<file path="src/rtl/vga_scan_timer.sv">
// VGA raster timing (default 640x480@60) with a pixel-rate enable and a per-frame scroll offset.
// Optional macro VGA_OUT_REG_EN registers x/y/video_on/hsync/vsync for one extra clk of latency.
module vga_scan_timer #(
    parameter int CLK_DIV  = 4,
    parameter int H_ACTIVE = 640,
    parameter int H_FP     = 16,
    parameter int H_SYNC   = 96,
    parameter int H_BP     = 48,
    parameter int V_ACTIVE = 480,
    parameter int V_FP     = 10,
    parameter int V_SYNC   = 2,
    parameter int V_BP     = 33
) (
    input  logic       clk,
    input  logic       reset,
    input  logic [3:0] scroll_speed,
    input  logic       pause,
    output logic       pixel_tick,
    output logic [9:0] x,
    output logic [9:0] y,
    output logic       video_on,
    output logic       hsync,
    output logic       vsync,
    output logic       frame_tick,
    output logic [9:0] frame_offset
);

    localparam int H_TOTAL = H_ACTIVE + H_FP + H_SYNC + H_BP;
    localparam int V_TOTAL = V_ACTIVE + V_FP + V_SYNC + V_BP;

    localparam logic [3:0] DIV_LAST   = 4'(CLK_DIV - 1);
    localparam logic [9:0] H_LAST     = 10'(H_TOTAL - 1);
    localparam logic [9:0] V_LAST     = 10'(V_TOTAL - 1);
    localparam logic [9:0] H_VIS      = 10'(H_ACTIVE);
    localparam logic [9:0] V_VIS      = 10'(V_ACTIVE);
    localparam logic [9:0] HS_START   = 10'(H_ACTIVE + H_FP);
    localparam logic [9:0] HS_END     = 10'(H_ACTIVE + H_FP + H_SYNC);
    localparam logic [9:0] VS_START   = 10'(V_ACTIVE + V_FP);
    localparam logic [9:0] VS_END     = 10'(V_ACTIVE + V_FP + V_SYNC);

    logic [3:0] r_div;
    logic [9:0] r_h_count;
    logic [9:0] r_v_count;
    logic [9:0] r_frame_offset;

    logic w_h_last;
    logic w_v_last;
    logic w_frame_tick;
    logic w_video_on;
    logic w_hsync;
    logic w_vsync;

    // With CLK_DIV=1 the divider sits at 0 == DIV_LAST, so the enable is permanently high.
    assign pixel_tick   = (r_div == DIV_LAST);
    assign w_h_last     = (r_h_count == H_LAST);
    assign w_v_last     = (r_v_count == V_LAST);
    assign w_frame_tick = pixel_tick && w_h_last && w_v_last;

    // NOTE: state registers use non-blocking assignments so every counter sees pre-edge values.
    always_ff @(posedge clk) begin
        if (reset) begin
            r_div <= '0;
        end else if (r_div == DIV_LAST) begin
            r_div <= '0;
        end else begin
            r_div <= r_div + 4'd1;
        end
    end

    always_ff @(posedge clk) begin
        if (reset) begin
            r_h_count <= '0;
            r_v_count <= '0;
        end else if (pixel_tick) begin
            if (w_h_last) begin
                r_h_count <= '0;
                r_v_count <= w_v_last ? 10'd0 : r_v_count + 10'd1;
            end else begin
                r_h_count <= r_h_count + 10'd1;
            end
        end
    end

    // scroll_speed is only looked at on the frame boundary; the add wraps naturally at 1024.
    always_ff @(posedge clk) begin
        if (reset) begin
            r_frame_offset <= '0;
        end else if (w_frame_tick && !pause) begin
            r_frame_offset <= r_frame_offset + {6'd0, scroll_speed};
        end
    end

    assign w_video_on = (r_h_count < H_VIS) && (r_v_count < V_VIS);
    assign w_hsync    = !((r_h_count >= HS_START) && (r_h_count < HS_END));
    assign w_vsync    = !((r_v_count >= VS_START) && (r_v_count < VS_END));

    assign frame_tick   = w_frame_tick;
    assign frame_offset = r_frame_offset;

`ifdef VGA_OUT_REG_EN
    logic [9:0] r_x_out;
    logic [9:0] r_y_out;
    logic       r_video_on_out;
    logic       r_hsync_out;
    logic       r_vsync_out;

    // Sync outputs idle high out of reset; video stays blanked until the first registered decode.
    always_ff @(posedge clk) begin
        if (reset) begin
            r_x_out        <= '0;
            r_y_out        <= '0;
            r_video_on_out <= 1'b0;
            r_hsync_out    <= 1'b1;
            r_vsync_out    <= 1'b1;
        end else begin
            r_x_out        <= r_h_count;
            r_y_out        <= r_v_count;
            r_video_on_out <= w_video_on;
            r_hsync_out    <= w_hsync;
            r_vsync_out    <= w_vsync;
        end
    end

    assign x        = r_x_out;
    assign y        = r_y_out;
    assign video_on = r_video_on_out;
    assign hsync    = r_hsync_out;
    assign vsync    = r_vsync_out;
`else
    assign x        = r_h_count;
    assign y        = r_v_count;
    assign video_on = w_video_on;
    assign hsync    = w_hsync;
    assign vsync    = w_vsync;
`endif

endmodule

</file>
<file path="config.mk">
export PLATFORM = sky130hd
export DESIGN_NAME = vga_scan_timer
export DESIGN_NICKNAME = d
export VERILOG_FILES = /design/src/rtl/vga_scan_timer.sv
export SDC_FILE = /design/constraint.sdc
export NUM_CORES = 1
export LEC_CHECK = 0
export CAP_MARGIN = 20
export CORE_UTILIZATION = 40
export CTS_BUF_LIST = sky130_fd_sc_hd__clkbuf_4 sky130_fd_sc_hd__clkbuf_8
export DETAILED_ROUTE_END_ITERATION = 7
export MAX_ROUTING_LAYER = met4
export PLACE_DENSITY = 0.69
export REMOVE_ABC_BUFFERS = 1
export SKIP_LAST_GASP = 1
export SYNTH_ARGS = -nofsm -noshare
export SYNTH_HDL_FRONTEND = slang
export SYNTH_SLANG_ARGS = --single-unit
</file>
<file path="constraint.sdc">
create_clock -name clk -period 7.65 [get_ports clk]
set_clock_uncertainty 0.15 [all_clocks]
set_input_delay 1.53 -clock clk [delete_from_list [all_inputs] [get_ports clk]]
set_output_delay 1.53 -clock clk [all_outputs]
set_load 0.05 [all_outputs]
</file>
==> results.sh, run 1 <==
export IMPL_synth_cell_types=44
export IMPL_cp_cell_sequence="ha_1, or3b_1, or4_4, nor2_1, clkdlybuf4s50_1"
export IMPL_fp_row_count=24
export IMPL_hold_violations=0
export IMPL_post_route_util_pct=54.3
export IMPL_drt_total_wl_um=4190
export IMPL_report_power_total_uw=339
export IMPL_fp_dieW_um=70.4
export IMPL_ys_async_sr_fraction_pct=0
export IMPL_port_buffer_count=41
export IMPL_fin_crit_sh_pct=60.9
export IMPL_post_synth_top_count_cell="dfxtp_1"
export IMPL_worst_slew_pin_slew_ns=0.893
export IMPL_vias=1698
export IMPL_p_leak_nw=0.804
export IMPL_placeableCoreArea_um2=4410
export IMPL_cts_tree="built"
export IMPL_whs_ns=0.313
export IMPL_ir_drop_uv=102
export IMPL_first_iter_violations=61
export IMPL_max_freq_mhz=215
export IMPL_dieArea_um2=4950
export IMPL_ys_flop_type="dfxtp_1"
export IMPL_grt_max_degree=31
export IMPL_synth_top_cell_by_area="dfxtp_1"
export IMPL_avgSynthCellArea_um2=8.42
export IMPL_yosysWarnings=0
export IMPL_cp_start_kind="register"
export IMPL_start_util_pct=42.3
export IMPL_clk_latency_ns=0.28
export IMPL_top_level_ports=42
export IMPL_antenna_found_initial=0
export IMPL_numClockSinks=34
export IMPL_syn2layout_area_growth_pct=28.2
export IMPL_first_global_vias=1576
export IMPL_cts_hold_buffers=0
export IMPL_cp_max_fo=30
export IMPL_slew_headroom_pct=40.3
export IMPL_m1WireLength_um=2140
export IMPL_critPathMaxStageDelay_ns=0.81
export IMPL_ys_ff_latch=34
export IMPL_wl_met3_um=134
export IMPL_first_pass_iters=4
export IMPL_layout_drive_gt1_share_pct=6.87
export IMPL_synth_common_cells="dfxtp_1, nor2_1, a21oi_1"
export IMPL_syn_area_um2=1870
export IMPL_grt_first_pass_wirelength_um=6960
export IMPL_routed_wl_met2_um=1850
export IMPL_ys_seq_area_share_pct=36.4
export IMPL_cts_buffer_depth=2
export IMPL_synth_cells=222
export IMPL_cts_resized=0
export IMPL_fin_tns_setup_ns=0
export IMPL_status="completed"
export IMPL_cts_root_buf="clkbuf_8"
export IMPL_antenna_left=0
export IMPL_fp_dieH_um=70.4
export IMPL_setup_viol=0
export IMPL_grt_total_usage_pct=18.1
export IMPL_post_cts_setup_buffer_count=0
export IMPL_hpwl_um=2980
export IMPL_synth_edff_count=0
export IMPL_hp_class="reg2reg"
export IMPL_grt_overflow_total=0
export IMPL_clkTransAtPathRegs_ns=0.07
export IMPL_cp_required_ns=5.97
export IMPL_crit_type="reg2out"
export IMPL_drc=0
export IMPL_finalMaxSlewViolations=0
export IMPL_critPathArrivalTime_ns=2.98
export IMPL_top_layer_used="met4"
export IMPL_htreeDepth=2
export IMPL_numCtsBuffers=5
export IMPL_power_per_cell_area_nw_per_um2=142
export IMPL_synth_top_area_share_pct=36.4
export IMPL_rsz0062_at_grt="no"
export IMPL_vias_per_cell=5.41
export IMPL_finalWorstPathRequiredPeriod_ns=4.66
export IMPL_cp_end_kind="output pin"
export IMPL_synth_area_top_cells="dfxtp_1, ha_1, a21oi_1, mux2_2, nor2_1"
export IMPL_nets=278
export IMPL_drv_cap=0
export IMPL_gp_congestion=0.794
export IMPL_crit_slowest_cell="clkdlybuf4s50_1"
export IMPL_antenna_cells=0
export IMPL_wire_per_inst_um=13.3
cells by family (layout without fill, tap and decap cells):
logic type | after synthesis | after routing | share of synthesized area (%)
AOI/OAI and AO/OA | 45 | 45 | 14.9
xor gates and xnor gates | 9 | 9 | 4.22
adders and majority gates | 10 | 10 | 7.10
DFF | 34 | 34 | 36.4
buffers and inverters | 21 | 61 | 4.69
muxes | 7 | 7 | 4.22
and+or+nand+nor | 96 | 96 | 28.5
stage by stage:
step	std cells	worst slack (ns)	cell area (um2)
after detailed placement	306	3.30	2300
after global placement	306	3.36	2300
after floorplan	213	3.44	1830
final	314	2.99	2400
after CTS	314	2.97	2400
after global routing	314	2.87	2400
power by group:
part / switching, mW / internal (mW) / leakage, nW
registers: 0.00145 / 0.179 / 0.274
logic: 0.0116 / 0.00780 / 0.478
clock network: 0.0637 / 0.0761 / 0.0517
cells in the final DEF (no fill, tap or decap), drive strengths merged, types with 4 or more instances in the layout:
cell	instances
a21oi	18
clkbuf	7
nand3	10
nor3	4
mux2	7
nor2b	6
inv	11
o21ai	11
ha	9
nor2	19
nand4	9
clkdlybuf4s50	41
o31ai	4
xnor2	5
nor4	5
nand2	15
or4	6
or3	8
xor2	4
dfxtp	34
state kept, by name (all words and copies together), names as in the netlist:
| register | count |
|---|---|
| y | 10 |
| frame_offset | 10 |
| r_div | 4 |
| x | 10 |
final cells by class:
type / count / area, um2
inverter: 12 / 45.0
timing repair buffer: 41 / 410
clock buffer: 7 / 90.1
sequential: 34 / 681
fill: 431 / 2020
tap: 52 / 65.1
clock inverter: 1 / 5.00
multi-input combinational: 167 / 1100
worst max-delay path: cells and delay by family, from the launching register on:
kind | cells | cell delay, ns
and+or+nand+nor | 3 | 1.34
buffers and inverters | 1 | 0.81
DFF | 1 | 0.35
adders and majority gates | 1 | 0.19
layer usage:
metal / GRT usage [%] / vias up
met2: 29.2 / 29
met5: - / -
met1: 22.0 / 778
met3: 4.33 / 4
li1: - / 887
met4: 6.67 / 0
final timing paths:
path	slack, ns	cells past startpoint	endpoint	from
min	0.31	1	r_div[0]	r_div[0]
max reg2reg	4.84	5	frame_offset[6]	r_div[0]
min reg2reg	0.31	1	r_div[0]	r_div[0]
max	2.99	5	frame_tick	r_div[0]
Power figures use the tool's default switching activity.
==> run 2: changes to the inputs <==
- clock period: 7.65 -> 4.7 ns (I/O delays scaled with it)
==> run 2 against run 1 <==
Cell count stayed put; hold slack better by 0.0017 ns; combinational power is 63% higher; routed wire length is 1.2% lower; first-iteration DRC count is 9.8% lower; non-clock buffer count stayed put; count of clock-buffer cells in the layout stayed put; via count hardly changed; cell area stayed put.
==> results.sh, run 2 (synthesis gave the netlist of run 1 again) <==
export IMPL_status="completed"
export IMPL_fp_row_count=24
export IMPL_critPathMaxStageDelay_ns=0.81
export IMPL_antenna_cells=0
export IMPL_power_per_cell_area_nw_per_um2=232
export IMPL_crit_slowest_cell="clkdlybuf4s50_1"
export IMPL_max_freq_mhz=245
export IMPL_fin_tns_setup_ns=0
export IMPL_vias=1699
export IMPL_worst_slew_pin_slew_ns=0.848
export IMPL_cp_max_fo=30
export IMPL_hpwl_um=2880
export IMPL_numClockSinks=34
export IMPL_first_pass_iters=4
export IMPL_cp_cell_sequence="ha_1, or3b_1, or4_4, nor2_1, clkdlybuf4s50_1"
export IMPL_antenna_found_initial=0
export IMPL_wire_per_inst_um=13.2
export IMPL_nets=278
export IMPL_fp_dieW_um=70.4
export IMPL_final_common_cell="clkdlybuf4s50_1"
export IMPL_multiInputGateArea_um2=1100
export IMPL_hold_violations=0
export IMPL_first_global_vias=1504
export IMPL_fin_ws_ns=0.623
export IMPL_port_buffer_count=41
export IMPL_reg2reg_slack_ns=1.93
export IMPL_ir_drop_uv=192
export IMPL_placeableCoreArea_um2=4410
export IMPL_rsz0062_at_grt="no"
export IMPL_gp_congestion=0.793
export IMPL_clkTransAtPathRegs_ns=0.07
export IMPL_p_leak_nw=0.804
export IMPL_fin_crit_sh_pct=86.7
export IMPL_slew_headroom_pct=43.3
export IMPL_grt_max_degree=31
export IMPL_first_iter_violations=55
export IMPL_grt_overflow_total=0
export IMPL_crit_type="reg2out"
export IMPL_start_util_pct=42.3
export IMPL_drc=0
export IMPL_vias_per_cell=5.41
export IMPL_dp_slack_ns=0.953
export IMPL_final_cell_mix="clkdlybuf4s50_1, dfxtp_1, nor2_1, a21oi_1, nand2_1"
export IMPL_htreeDepth=2
export IMPL_cts_tree="built"
export IMPL_finalWorstPathRequiredPeriod_ns=4.08
export IMPL_cts_root_buf="clkbuf_8"
export IMPL_finalMaxSlewViolations=0
export IMPL_cp_start_kind="register"
export IMPL_post_cts_setup_buffer_count=0
export IMPL_cp_end_kind="output pin"
export IMPL_layout_drive_gt1_share_pct=6.87
export IMPL_cts_resized=0
export IMPL_critPathArrivalTime_ns=2.99
export IMPL_setup_viol=0
export IMPL_drv_cap=0
export IMPL_cts_buffer_depth=2
export IMPL_grt_total_usage_pct=18.0
export IMPL_ff_latch_area_um2=681
export IMPL_antenna_left=0
export IMPL_cts_hold_buffers=0
export IMPL_syn2layout_area_growth_pct=28.2
export IMPL_cp_required_ns=3.61
export IMPL_top_level_ports=42
export IMPL_numCtsBuffers=5
export IMPL_fp_dieH_um=70.4
export IMPL_dieArea_um2=4950
export IMPL_final_fill_count=427
export IMPL_hp_class="reg2reg"
export IMPL_clk_latency_ns=0.29
export IMPL_grt_first_pass_wirelength_um=6850
export IMPL_drt_total_wl_um=4140
==> run 2: cell counts in the layout (fill, tap and decap cells not counted) <==
Identical to the previous run, type by type.
==> run 2: path summary, 6_finish.rpt <==
kind / from / to / depth (start not counted)
worst max-delay path: r_div[0] / frame_tick / 5
worst min-delay path: r_div[0] / r_div[0] / 1
worst max register to register: r_div[0] / frame_offset[8] / 5
worst min register to register: r_div[0] / r_div[0] / 1
==> run 2: where the power goes <==
group	internal, mW	total, mW	switching [mW]
Combinational	0.0128	0.0317	0.0189
Sequential	0.291	0.294	0.00253
Clock	0.124	0.232	0.108
Total	0.428	0.557	0.129
==> run 2: metal layers <==
layer  vias up  share of wire (%)  track usage, %
met4         0                1.9            9.33
met5         -                  0               -
met1       772                 50            22.8
met3         5                3.9            3.46
met2        35                 44            27.0
li1        887                  -               -
==> run 2: critical path, delay by kind of cell, from the launching register on <==
kind | cells | cell delay (ns)
DFF | 1 | 0.36
adders and majority gates | 1 | 0.18
and+or+nand+nor | 3 | 1.34
buffers and inverters | 1 | 0.81
==> run 2: final cells by class <==
type                            count  area share, %
Clock buffer                        7           3.76
Clock inverter                      1          0.209
Inverter                           12           1.88
Multi-Input combinational cell    167           45.9
Sequential cell                    34           28.4
Tap cell                           52           2.71
Timing Repair Buffer               41           17.1
==> run 2: stage by stage <==
step                      total power [mW]  instance area (um2)  util [%]  instances  hold slack (ns)
final                                0.557                 2400      54.3        314            0.314
after global routing                 0.577                 2400      54.3        314            0.348
after CTS                            0.563                 2400      54.3        314            0.320
after detailed placement             0.331                 2300      52.2        306            0.305
after global placement               0.331                 2300      52.2        306            0.292
after floorplan                      0.317                 1830         -        213            0.277
==> run 3: changes to the inputs <==
- PLACE_DENSITY: 0.69 -> 0.71
- clock period: 4.7 -> 3.7 ns (I/O delays scaled with it)
==> run 3 against run 2 <==
Worst setup slack got worse by 0.19 ns; combinational power up 27%; hold slack worse by 0.0011 ns; cell count increased by 0.32%; count of clock-buffer cells in the layout did not move; cell area up 0.21%; via count up 2.7%; highest routed layer unchanged.
==> results.sh, run 3 (synthesis gave the netlist of run 1 again) <==
export IMPL_start_util_pct=42.3
export IMPL_crit_slowest_cell="or4_4"
export IMPL_clk_latency_ns=0.28
export IMPL_syn2layout_area_growth_pct=28.5
export IMPL_fin_crit_sh_pct=88.4
export IMPL_placed_cells=307
export IMPL_fp_dieH_um=70.4
export IMPL_setup_viol=0
export IMPL_gp_congestion=0.771
export IMPL_cts_resized=0
export IMPL_first_pass_iters=4
export IMPL_rsz0062_at_grt="no"
export IMPL_p_sw_uw=155
export IMPL_vias_per_cell=5.54
export IMPL_fin_tns_setup_ns=0
export IMPL_numCtsBuffers=5
export IMPL_cp_max_fo=30
export IMPL_cp_end_kind="output pin"
export IMPL_critPathMaxStageDelay_ns=0.69
export IMPL_p_leak_nw=0.811
export IMPL_htreeDepth=2
export IMPL_fp_dieW_um=70.4
export IMPL_power_per_cell_area_nw_per_um2=291
export IMPL_nets=279
export IMPL_p_int_uw=544
export IMPL_dieArea_um2=4950
export IMPL_wire_per_inst_um=13.2
export IMPL_grt_overflow_total=0
export IMPL_antenna_found_initial=0
export IMPL_post_cts_setup_buffer_count=0
export IMPL_power_frac_clock_pct=40.9
export IMPL_power_share_sequential_pct=53.3
export IMPL_final_common_cell="clkdlybuf4s50_1"
export IMPL_vias=1745
export IMPL_cts_hold_buffers=0
export IMPL_layout_drive_gt1_share_pct=7.60
export IMPL_port_buffer_count=41
export IMPL_comb_power_share_pct=5.8
export IMPL_finalMaxSlewViolations=0
export IMPL_swShare_pct=22.2
export IMPL_finalNonFillerCells=315
export IMPL_antenna_cells=0
export IMPL_crit_type="reg2out"
export IMPL_finalWorstPathRequiredPeriod_ns=3.27
export IMPL_grt_total_usage_pct=18.0
export IMPL_placeableCoreArea_um2=4410
export IMPL_final_area_um2=2400
export IMPL_post_dp_cell_area_um2=2310
export IMPL_top_level_ports=42
export IMPL_antenna_left=0
export IMPL_cts_tree="built"
export IMPL_cts_root_buf="clkbuf_8"
export IMPL_ir_drop_uv=248
export IMPL_hp_class="reg2reg"
export IMPL_critPathArrivalTime_ns=2.38
export IMPL_first_iter_violations=63
export IMPL_cp_start_kind="register"
export IMPL_hpwl_um=2980
export IMPL_grt_first_pass_wirelength_um=7060
export IMPL_final_cell_mix="clkdlybuf4s50_1, dfxtp_1, nor2_1, a21oi_1, nand2_1"
export IMPL_max_freq_mhz=306
export IMPL_fp_row_count=24
export IMPL_slew_headroom_pct=53.1
export IMPL_status="completed"
export IMPL_drv_cap=0
export IMPL_cp_cell_sequence="ha_1, or3b_1, or4_4, nor2_1, buf_4"
export IMPL_clkTransAtPathRegs_ns=0.06
export IMPL_hold_violations=0
export IMPL_drc=0
export IMPL_cp_required_ns=2.81
export IMPL_numClockSinks=34
export IMPL_first_global_vias=1642
export IMPL_drt_total_wl_um=4160
export IMPL_worst_slew_pin_slew_ns=0.697
export IMPL_grt_max_degree=31
export IMPL_cts_buffer_depth=2
## run 3: cell types whose count changed in the layout (fill, tap and decap cells not counted)
| cell | previous run | this run |
|---|---|---|
| buf_4 | 0 | 2 |
| clkdlybuf4s50_1 | 41 | 40 |
## run 3: metrics by stage
step	utilization (%)	total power [mW]	hold slack, ns	worst slack, ns
after floorplan	-	0.403	0.277	0.283
after global placement	52.3	0.421	0.296	0.525
after detailed placement	52.3	0.422	0.307	0.457
after CTS	54.4	0.706	0.316	0.414
after global routing	54.4	0.730	0.339	0.301
final	54.4	0.699	0.313	0.429
## run 3: cell type report
class	instances	area, um2
clock inverters	1	5.00
well taps	52	65.1
repair buffers	42	415
multi-input cells	167	1100
fillers	429	2010
clock buffers	7	90.1
inverters	12	45.0
flip-flops and latches	34	681
## run 3: worst max-delay path: cells and delay by family, from the launching register on
family                   cells  cell delay, ns
AND/OR/NAND/NOR              3            1.34
flip-flops                   1            0.36
buffers and inverters        1            0.21
adder cells (fa/ha/maj)      1            0.18
## run 3: final timing paths
check	from	end	slack, ns	depth (start not counted)
max	r_div[0]	frame_tick	0.43	5
min reg2reg	r_div[0]	r_div[0]	0.31	1
min	r_div[0]	r_div[0]	0.31	1
max reg2reg	y[1]	frame_offset[8]	0.94	6
## run 3: per-layer routing
layer	part of all wire (%)	global-route usage (%)	wire, um	vias up
met2	48	29.5	2000	30
met3	3.0	4.62	124	4
met1	48	21.1	1990	827
met4	1.0	6.67	42	0
met5	0	-	0	-
li1	-	-	-	884
## run 3: power groups by stage
stage / sequential, mW / combinational (mW) / clock (mW)
floorplan: 0.383 / 0.0191 / 0
global placement: 0.381 / 0.0401 / 0
detailed placement: 0.381 / 0.0406 / 0
CTS: 0.373 / 0.0408 / 0.293
global route: 0.373 / 0.0450 / 0.312
finish: 0.373 / 0.0404 / 0.286
